--- config.mk ---
export PLATFORM = sky130hd
export DESIGN_NAME = int_controller
export DESIGN_NICKNAME = d
export VERILOG_FILES = /design/src/rtl/int_controller.sv
export SDC_FILE = /design/constraint.sdc
export NUM_CORES = 1
export LEC_CHECK = 0
export ABC_CLOCK_PERIOD_IN_PS = 2250
export BUFFER_PORTS_ARGS = -buffer_cell sky130_fd_sc_hd__buf_4
export CORE_MARGIN = 3
export CORE_UTILIZATION = 47
export CTS_CLUSTER_DIAMETER = 80
export DETAILED_ROUTE_END_ITERATION = 10
export PLACE_DENSITY_LB_ADDON = 0.15
export SKIP_LAST_GASP = 1
export SYNTH_ARGS = -nofsm -noshare
export SYNTH_HDL_FRONTEND = slang
export SYNTH_SLANG_ARGS = --single-unit
--- constraint.sdc ---
create_clock -name clk -period 2.25 [get_ports clk]
set_input_delay 0.3375 -clock clk [delete_from_list [all_inputs] [get_ports clk]]
set_output_delay 0.3375 -clock clk [all_outputs]
set_load 0.01 [all_outputs]
--- src/rtl/int_controller.sv ---
// Prioritised interrupt controller: rising-edge request latching, mask/pending register window,
// and vector drive during the CPU intack cycle. Define INTC_NESTING_EN to add the in-service register.
module int_controller #(
    parameter int          NUM_SRC    = 8,
    parameter logic [11:0] BASE_ADDR  = 12'hFF0,
    parameter int          VEC_OFFSET = 0,
    parameter int          SPUR_VEC   = 15
) (
    input  logic               clk,
    input  logic               rst,
    input  logic [NUM_SRC-1:0] src_req,
    input  logic [11:0]        address,
    input  logic [15:0]        data_out,
    input  logic               memwt,
    input  logic               intack,
    output logic               int_req,
    output logic [15:0]        rd_data,
    output logic               rd_sel
);

    localparam logic [3:0] VEC_OFF4 = 4'(VEC_OFFSET);
    localparam logic [3:0] SPUR4    = 4'(SPUR_VEC);

    logic [NUM_SRC-1:0] mask_q;
    logic [NUM_SRC-1:0] pend_q;
    logic [NUM_SRC-1:0] pend_d;
    logic [NUM_SRC-1:0] req_d;
    logic               armed_q;
    logic [NUM_SRC-1:0] set_edge;
    logic [NUM_SRC-1:0] gate;
    logic [NUM_SRC-1:0] eligible;
    logic [NUM_SRC-1:0] win_oh;
    logic [NUM_SRC-1:0] clr_ack;
    logic [NUM_SRC-1:0] clr_w1c;
    logic               any_elig;
    logic [3:0]         win_idx;
    logic [3:0]         vec;
    logic [12:0]        addr_diff;
    logic               hit;
    logic [1:0]         offset;
    logic               rd_hit;
    logic               wr_mask;
    logic               wr_pend;
    logic [15:0]        reg_rd;
    logic [NUM_SRC-1:0] wdata;
    logic               unused_wdata;

    assign wdata        = data_out[NUM_SRC-1:0];
    assign unused_wdata = ^data_out[15:NUM_SRC];

    // 13-bit difference so addresses below the base never alias into the window
    always_comb begin
        addr_diff = {1'b0, address} - {1'b0, BASE_ADDR};
        hit       = ~addr_diff[12] & (addr_diff[11:2] == 10'd0);
        offset    = addr_diff[1:0];
        rd_hit    = hit & ~memwt;
        wr_mask   = hit & memwt & (offset == 2'd0);
        wr_pend   = hit & memwt & (offset == 2'd1);
    end

    // A line already high when reset releases is not an edge; armed_q masks the first sample.
    assign set_edge = src_req & ~req_d & {NUM_SRC{armed_q}};

`ifdef INTC_NESTING_EN
    logic [NUM_SRC-1:0] isr_q;
    logic [NUM_SRC-1:0] isr_d;
    logic [NUM_SRC-1:0] isr_low;
    logic               wr_eoi;

    assign wr_eoi  = hit & memwt & (offset == 2'd3);
    assign isr_low = isr_q & (-isr_q);

    always_comb begin
        logic seen;
        seen = 1'b0;
        gate = '0;
        for (int i = 0; i < NUM_SRC; i++) begin
            seen    = seen | isr_q[i];
            gate[i] = ~seen;
        end
    end

    // EOI clear first, then the intack set, so both can land in one cycle
    always_comb begin
        isr_d = isr_q & ~(wr_eoi ? isr_low : '0);
        isr_d = isr_d | clr_ack;
    end

    always_ff @(posedge clk) begin
        if (rst) begin
            isr_q <= '0;
        end else begin
            isr_q <= isr_d;
        end
    end
`else
    assign gate = '1;
`endif

    assign eligible = pend_q & mask_q & gate;
    assign win_oh   = eligible & (-eligible);
    assign any_elig = |eligible;
    assign int_req  = any_elig;

    always_comb begin
        win_idx = 4'd0;
        for (int i = NUM_SRC - 1; i >= 0; i--) begin
            if (eligible[i]) begin
                win_idx = 4'(i);
            end
        end
        vec = any_elig ? (VEC_OFF4 + win_idx) : SPUR4;
    end

    // New edges are OR-ed in last so they win over both clear sources
    always_comb begin
        clr_ack = intack  ? win_oh : '0;
        clr_w1c = wr_pend ? wdata  : '0;
        pend_d  = (pend_q & ~(clr_ack | clr_w1c)) | set_edge;
    end

    always_comb begin
        reg_rd = 16'h0000;
        case (offset)
            2'd0:    reg_rd = 16'(mask_q);
            2'd1:    reg_rd = 16'(pend_q);
            2'd2:    reg_rd = {12'h000, vec};
`ifdef INTC_NESTING_EN
            default: reg_rd = 16'(isr_q);
`else
            default: reg_rd = 16'h0000;
`endif
        endcase
    end

    always_comb begin
        rd_sel  = intack | rd_hit;
        rd_data = 16'h0000;
        if (intack) begin
            rd_data = {12'h000, vec};
        end else if (rd_hit) begin
            rd_data = reg_rd;
        end
    end

    always_ff @(posedge clk) begin
        if (rst) begin
            mask_q  <= '0;
            pend_q  <= '0;
            req_d   <= '0;
            armed_q <= 1'b0;
        end else begin
            req_d   <= src_req;
            armed_q <= 1'b1;
            pend_q  <= pend_d;
            if (wr_mask) begin
                mask_q <= wdata;
            end
        end
    end

endmodule
[Yosys cells after proc, flatten, opt, wreduce, memory -nomap -nowiden]
Index checks and enable logic that the tools add are counted.
Storage, ports and cells
  output and inout bits: 18
  flip-flop bits (word level): 25
Cells by class
  bitwise operators: 17
  add/sub/neg operators: 2
  mux-type cells: 15
  reduce and logical (&&, ||, !) cells: 3
  eq/ne operators: 2
Operators with widths (number)
  $and 8x8->8: 5
  $mux 4: 8
  $mux 8: 3
  $pmux 8 s3: 1
  $mux 16: 1
  $not 8->8: 2
  $or 8x8->8: 2
  $sub 12x12->13 const B: 1
  $logic_not 10->1: 1
  $neg 8->8: 1
  $reduce_or 8->1: 1
  $and 1x1->1: 5
  $mux 3: 1
  $eq 2x1->1 const B: 1
  $eq 2x2->1 const B: 1
  $logic_not 2->1: 1
  $not 1->1: 2
  $mux 1: 1
  $or 1x1->1: 1

[Depth between registers and ports, before layout]
Gate-level depths: netlist (run 1).
  depth after elaboration: 13
  mapped depth: 6
  mapped depth without buffers: 5

[Worst setup path before layout (run 1)]
Ideal clock, no wire load.
  path type: input port to flip-flop
  start point: in address[5]
  end point: reg pend_q[7]
  setup slack: 0.366 ns
  stages on the path: 6
  required time: 2.118 ns
  library setup time: 0.132 ns
  arrival time: 1.752 ns
  buffers on the path: 1
  path through: nand4_1 > or4_4 > or4b_1 > buf_6 > o211ai_1 > a21oi_1
On the way
  word-level cells in the longest chain between the ends: 10
  elaborated cells between the ends (all ways): 11
RTL lines
  from (decl): line 12  | input logic [11:0] address,
  $sub 12x12->13 *: line 53  | addr_diff = {1'b0, address} - {1'b0, BASE_ADDR};
  $logic_not 10->1 or $not 1->1 (tied branches): line 54  | hit = ~addr_diff[12] & (addr_diff[11:2] == 10'd0);
  $and 1x1->1 *: line 54
  $and 1x1->1 * (2 in a row): line 58  | wr_pend = hit & memwt & (offset == 2'd1);
  $mux 8 *: line 118  | clr_w1c = wr_pend ? wdata : '0;
  $or 8x8->8 *: line 119  | pend_d = (pend_q & ~(clr_ack | clr_w1c)) | set_edge;
  $not 8->8 *: line 119
  $and 8x8->8 *: line 119
  $or 8x8->8 *: line 119
  to (signal assigned): line 155  | pend_q <= pend_d;
  to (decl): line 25  | logic [NUM_SRC-1:0] pend_q;
Mark *: on every way between the ends. The rest lies on a longest branch, timed or not.
A chain may end at the register's enable or synchronous reset.

[Worst setup path after layout (run 1)]
  start point: reg mask_q[5]
  end point: out rd_data[0]
On the way
  word-level cells in the longest chain between the ends: 11
  elaborated cells between the ends (all ways): 12
RTL lines
  from (decl): line 24  | logic [NUM_SRC-1:0] mask_q;
  from (signal assigned): line 157  | mask_q <= wdata;
  $and 8x8->8 *: line 100  | assign eligible = pend_q & mask_q & gate;
  $mux 4 (6 in a row): line 108  | if (eligible[i]) begin
  $mux 4 *: line 112  | vec = any_elig ? (VEC_OFF4 + win_idx) : SPUR4;
  $pmux 8 s3: line 124  | case (offset)
  $mux 8: line 141  | end else if (rd_hit) begin
  $mux 16 *: line 139  | if (intack) begin
  to (decl): line 17  | output logic [15:0] rd_data,
Marked as above.

==> results of run 1 <==
==> stage by stage <==
| stage | instances | worst slack [ns] | instance area, um2 | hold slack (ns) | TNS, ns |
|---|---|---|---|---|---|
| 2_1_floorplan | 163 | 0.366 | 1360 | 0.409 | 0 |
| 3_3_place_gp | 221 | 0.0816 | 1620 | 0.468 | 0 |
| 3_5_place_dp | 221 | 0.0632 | 1620 | 0.475 | 0 |
| 4_1_cts | 225 | 0.0277 | 1650 | 0.215 | 0 |
| 5_1_grt | 226 | -0.0715 | 1660 | 0.214 | -0.0715 |
| 6_report | 226 | 0.0927 | 1660 | 0.229 | 0 |
==> cells by family after synthesis <==
| group | Yosys count | share of synthesized area [%] |
|---|---|---|
| buffers and inverters | 26 | 11.1 |
| other | 1 | 0.281 |
| AO/OA/AOI/OAI | 30 | 15.8 |
| flip-flops | 25 | 37.5 |
| AND/OR/NAND/NOR | 58 | 23.3 |
| multiplexers | 16 | 12.0 |
==> worst max path at each step <==
stage | from | to | cells after the start
final | mask_q[5] | rd_data[0] | 6
after global routing | mask_q[5] | rd_data[0] | 6
after CTS | pend_q[5] | rd_data[0] | 6
after detailed placement | address[5] | pend_q[0] | 6
after global placement | address[5] | pend_q[2] | 6
after floorplan | address[5] | pend_q[7] | 6
==> cells in the final DEF (no fill, tap or decap), types with 2 or more instances in the layout <==
cell type / instances
dfxtp_2: 2
clkbuf_4: 3
nand4_1: 5
nand3b_1: 8
nor2_1: 14
nand2_1: 11
nor2b_1: 8
nand3_1: 6
a31oi_1: 2
o21ai_0: 4
a21oi_1: 7
o211ai_1: 3
dfxtp_1: 23
o22ai_1: 3
o211ai_2: 2
conb_1: 8
mux2i_1: 16
a22oi_1: 3
buf_4: 44
inv_1: 11
==> flip-flops by register name (all words and copies together) (netlist names) <==
signal	cells
armed_q	1
mask_q	8
pend_q	8
req_d	8
==> power breakdown <==
part | internal [W] | total, W | switching, W
clock network | 0.0000680 | 0.000201 | 0.000133
logic | 0.0000656 | 0.000118 | 0.0000522
registers | 0.000461 | 0.000475 | 0.0000141
==> timing repair <==
item                                    CTS  global route
buffers inserted                          0             1
endpoints found under the setup margin    0             3
gates resized for setup                   0             3
==> cell type report <==
class / count / area share (%)
multi-input combinational: 112 / 43.4
sequential: 25 / 30.2
timing repair buffer: 44 / 19.8
inverter: 11 / 2.48
tap: 30 / 2.26
clock buffer: 3 / 1.35
clock inverter: 1 / 0.451
==> critical path: cells and delay by family, from the launching register on <==
family,cells,cell delay [ns]
AO/OA/AOI/OAI,3,0.62
flip-flops,1,0.37
buffers and inverters,1,0.15
AND/OR/NAND/NOR,2,0.34
==> metal layers <==
layer	up-vias	GRT usage (%)	part of all wire (%)
li1	616	-	-
met1	557	22.1	44
met3	2	3.70	9.5
met5	-	0	0
met4	0	6.80	0.71
met2	55	28.5	45
==> results.cfg, run 1 <==
[sta]
final_setup_fails = 0
final-max-slew-violation-count = 0
hold_violations = 0
finalClockSkew_ns = 0.0156
final.min_clock_period_ns = 2.16
grt_setup_unrepaired = true
finalCritPeriodShare_pct = 95.9
maxClockFrequency_mhz = 464

[clock_network]
clockBufferDepth = 2
cts_hold_repair.buffers = 0
cts_max_level = 1
cts_tree = yes
clock-root-buffer = clkbuf_4
clock_latency_ns = 0.32
tritoncts_num_sinks = 25
clock_edge_transition_at_the_registers_on_the_reported_setup_and_hold_paths_ns = 0.14
cts_inserted_buffers = 3

[floorplanning]
fp-row-count = 18
start_util_pct = 51.5
floorplan.die_area_mm2 = 0.00352
die_w_um = 59.3
fp.coreArea_mm2 = 0.00259
io_pins = 58
die_y_um = 59.3

[synth]
synth-main-ff-cell = dfxtp_1
post_synth_inst_count = 156
yosys_warnings = 0
synth_top_area_share_pct = 37.5
largest_area_contributor_in_the_netlist = dfxtp_1
postSynthRegisterBits = 25
synth_top_cells_by_count = dfxtp_1 (25), mux2i_1 (16), nor2_1 (14)
synth-async-reset-ratio_pct = 0
cell_with_the_most_instances_after_synthesis = dfxtp_1
synth_sequential_area_ratio_pct = 37.5
yosys-top-cells-area = dfxtp_1 (37%), mux2i_1 (12%), buf_4 (4.5%)
post_synth.cell_area_avg_um2 = 8.56
ys_types = 34
synth_edf_count = 0
syn-cell-area_mm2 = 0.00134

[power]
total_leakage_power_nw = 0.708
total_power_w = 0.000794
power-per-cell-area_mw_per_mm2 = 477
ir_worst_vdd_v = 0.000482

[critical_path]
critical_path_class = reg -> out
r2r-start = pend_q[3]
worst_r2r_dst = pend_q[7]
timing.critical_path.slowest_stage_cell = a222oi_1
slowest_delay_ns = 0.41
number_of_cells_on_the_worst_reg_to_reg_path = 5
timing.critical_path.from_type = register
worst_setup_end_kind = output pin
endpoint_required_time_on_the_critical_path_ns = 1.91
crit_arrival_ns = 1.82
crit_path_cells = a222oi_1 > nand4_1 > nand2_1 > a31oi_1 > o22ai_1 > buf_4
worst-path-max-fanout = 6
worst-r2r-setup-slack_ns = 0.87

[min_path]
hold_start = src_req[4]
worstHoldPathCells = 2
min_path_type = in -> reg
hold_end = req_d[4]

[cells_and_area]
finish.utilization_pct = 64.3
fill_cells = 245
multi_input_area_um2 = 722
post_route_cells_drive_above_1_share_pct = 29.1
layout-area-overhead-vs-synth_pct = 24.6
sequential_cell_area_um2 = 503
nNetsFinal = 237
insertedDiodeCount = 0

[job]
drv.max_cap_violation_count = 0

[placement]
dpl.hpwl_mm = 2.27
gp_congestion = 0.871
io_buf_count = 41

[global_route]
first_global_vias = 1097
grt.total_usage_pct = 17.4
pin_count_of_the_biggest_net_entering_global_routing = 25
grt_overflow = 0
antenna_found_initial = 0
grt_first_pass_wirelength_mm = 4.71

[drt]
wl_mm = 2.96
vias = 1230
drc_errors = 0
avgViaCountPerCell = 5.44
initial_drc_count = 70
drt_pass1_iterations = 4
drt-wirelength-per-cell_um = 13.1
ant_nets = 0

[status]
outcome = finished clean
(Power assumes the default switching activity.)
==> run 2, diff against run 1 <==
CORE_ASPECT_RATIO = 0.7   (was unset)
GPL_ROUTABILITY_DRIVEN = 0   (was unset)
==> run 2 against run 1 <==
Global-route usage grew 1.1 points. First-iteration DRC count rose by 7.1%. Core utilization is 0.68 points higher. Count of clock-buffer cells in the layout is 1 higher. Worst setup slack improved by 0.054 ns. Combinational power barely moved. Total power is 7.5% higher. Register-to-register slack got worse by 0.06 ns.
==> results.cfg, run 2 (synthesized netlist as in run 1, its figures left out) <==
[status]
outcome = finished clean

[sta]
hold_violations = 0
maxClockFrequency_mhz = 475
final-max-slew-violation-count = 0
final.min_clock_period_ns = 2.10
final_setup_fails = 0
fin_setup_tns_ns = 0
finalCritPeriodShare_pct = 93.5
finalClockSkew_ns = 0.00349
grt_setup_unrepaired = false
setup_ws_ns = 0.146

[cells_and_area]
insertedDiodeCount = 0
reg_top3 = mask_q: 8 flops, pend_q: 8 flops, req_d: 8 flops
layout-area-overhead-vs-synth_pct = 26.0
nNetsFinal = 237
multi_input_area_um2 = 722
post_route_cells_drive_above_1_share_pct = 27.6
sequential_cell_area_um2 = 500
layout.cells.most_common = buf_4
fill_cells = 245
most-common-layout-cells = buf_4 (44), dfxtp_1 (25), mux2i_1 (16), nor2_1 (14)

[critical_path]
timing.critical_path.slowest_stage_cell = a222oi_1
slowest_delay_ns = 0.45
cp.buffers_inverters = 1
crit_arrival_ns = 1.77
critical_path_class = reg -> out
kind_of_cell_adding_the_most_delay_to_the_critical_path = compound AO/OA/AOI/OAI gates
worst-path-max-fanout = 6
crit_path_cells = a222oi_1 > nand4_1 > nand2_1 > a31oi_1 > o22ai_1 > buf_4
timing.critical_path.from_type = register
endpoint_required_time_on_the_critical_path_ns = 1.91
worst_setup_end_kind = output pin

[global_route]
antenna_found_initial = 0
pin_count_of_the_biggest_net_entering_global_routing = 25
grt.total_usage_pct = 18.5
grt_overflow = 0
grt_first_pass_wirelength_mm = 5.15
first_global_vias = 1116

[clock_network]
clock_edge_transition_at_the_registers_on_the_reported_setup_and_hold_paths_ns = 0.08
cts_inserted_buffers = 3
cts_hold_repair.buffers = 0
tritoncts_num_sinks = 25
cts_tree = yes
cts_max_level = 1
clock-root-buffer = clkbuf_8
clockBufferDepth = 2
clock_latency_ns = 0.26

[drt]
ant_nets = 0
drt-wirelength-per-cell_um = 13.7
wl_mm = 3.15
initial_drc_count = 75
avgViaCountPerCell = 5.34
drc_errors = 0
vias = 1228
drt_pass1_iterations = 4

[placement]
dpl.hpwl_mm = 2.45
io_buf_count = 41
pre_cts_ws_ns = 0.0442

[power]
ir_worst_vdd_v = 0.000392
power-per-cell-area_mw_per_mm2 = 508
total_leakage_power_nw = 0.714

[floorplanning]
floorplan.die_area_mm2 = 0.00353
die_y_um = 50.6
fp-row-count = 15
die_w_um = 69.7
fp.coreArea_mm2 = 0.00259
io_pins = 58
start_util_pct = 51.5

[job]
drv.max_cap_violation_count = 0

[min_path]
min_path_type = in -> reg
-- run 2: cell types whose count changed in the layout (fill, tap and decap cells not counted), sizes merged --
| cell | delta |
|---|---|
| clkbuf | +1 |
| clkinvlp | -1 |
-- run 2: final cells by class --
cell class | instances | share of cell area (%)
inverter | 11 | 2.46
tap | 34 | 2.53
clock buffer | 4 | 2.68
sequential | 25 | 29.8
timing repair buffer | 44 | 19.6
multi-input combinational | 112 | 42.9
-- run 2: stage by stage --
step / power, W / area [um2] / util [%] / hold slack, ns / cells
4_1_cts: 0.000858 / 1670 / 64.5 / 0.293 / 229
2_1_floorplan: 0.000551 / 1360 / - / 0.409 / 163
6_report: 0.000854 / 1680 / 64.9 / 0.297 / 230
3_3_place_gp: 0.000599 / 1630 / 62.8 / 0.478 / 225
3_5_place_dp: 0.000603 / 1630 / 62.8 / 0.479 / 225
5_1_grt: 0.000899 / 1680 / 64.9 / 0.287 / 230
-- run 2: power breakdown --
part / switching [W] / internal, W / total [W] / leakage, nW
clock network: 0.000134 / 0.000127 / 0.000261 / 0.0228
logic: 0.0000531 / 0.0000656 / 0.000119 / 0.486
registers: 0.0000144 / 0.000460 / 0.000475 / 0.206
total: 0.000202 / 0.000652 / 0.000854 / 0.714
-- run 2: what timing repair did --
item                                    in CTS  in global routing
gates resized for setup                      0                  1
endpoints found under the setup margin       0                  2
buffers inserted                             0                  1
-- run 2: metal layers --
layer	global-route usage [%]	share of wire [%]
met1	24.1	45
met2	31.2	46
met3	4.60	7.7
met4	3.82	0.70
met5	0	0
-- run 2: path summary, 6_finish.rpt --
kind	startpoint	endpoint	slack [ns]	depth (start not counted)
worst min-delay path	src_req[4]	req_d[4]	0.30	2
worst min register to register	req_d[6]	pend_q[6]	0.49	2
worst max-delay path	mask_q[5]	rd_data[0]	0.15	6
worst max register to register	pend_q[3]	pend_q[7]	0.81	5
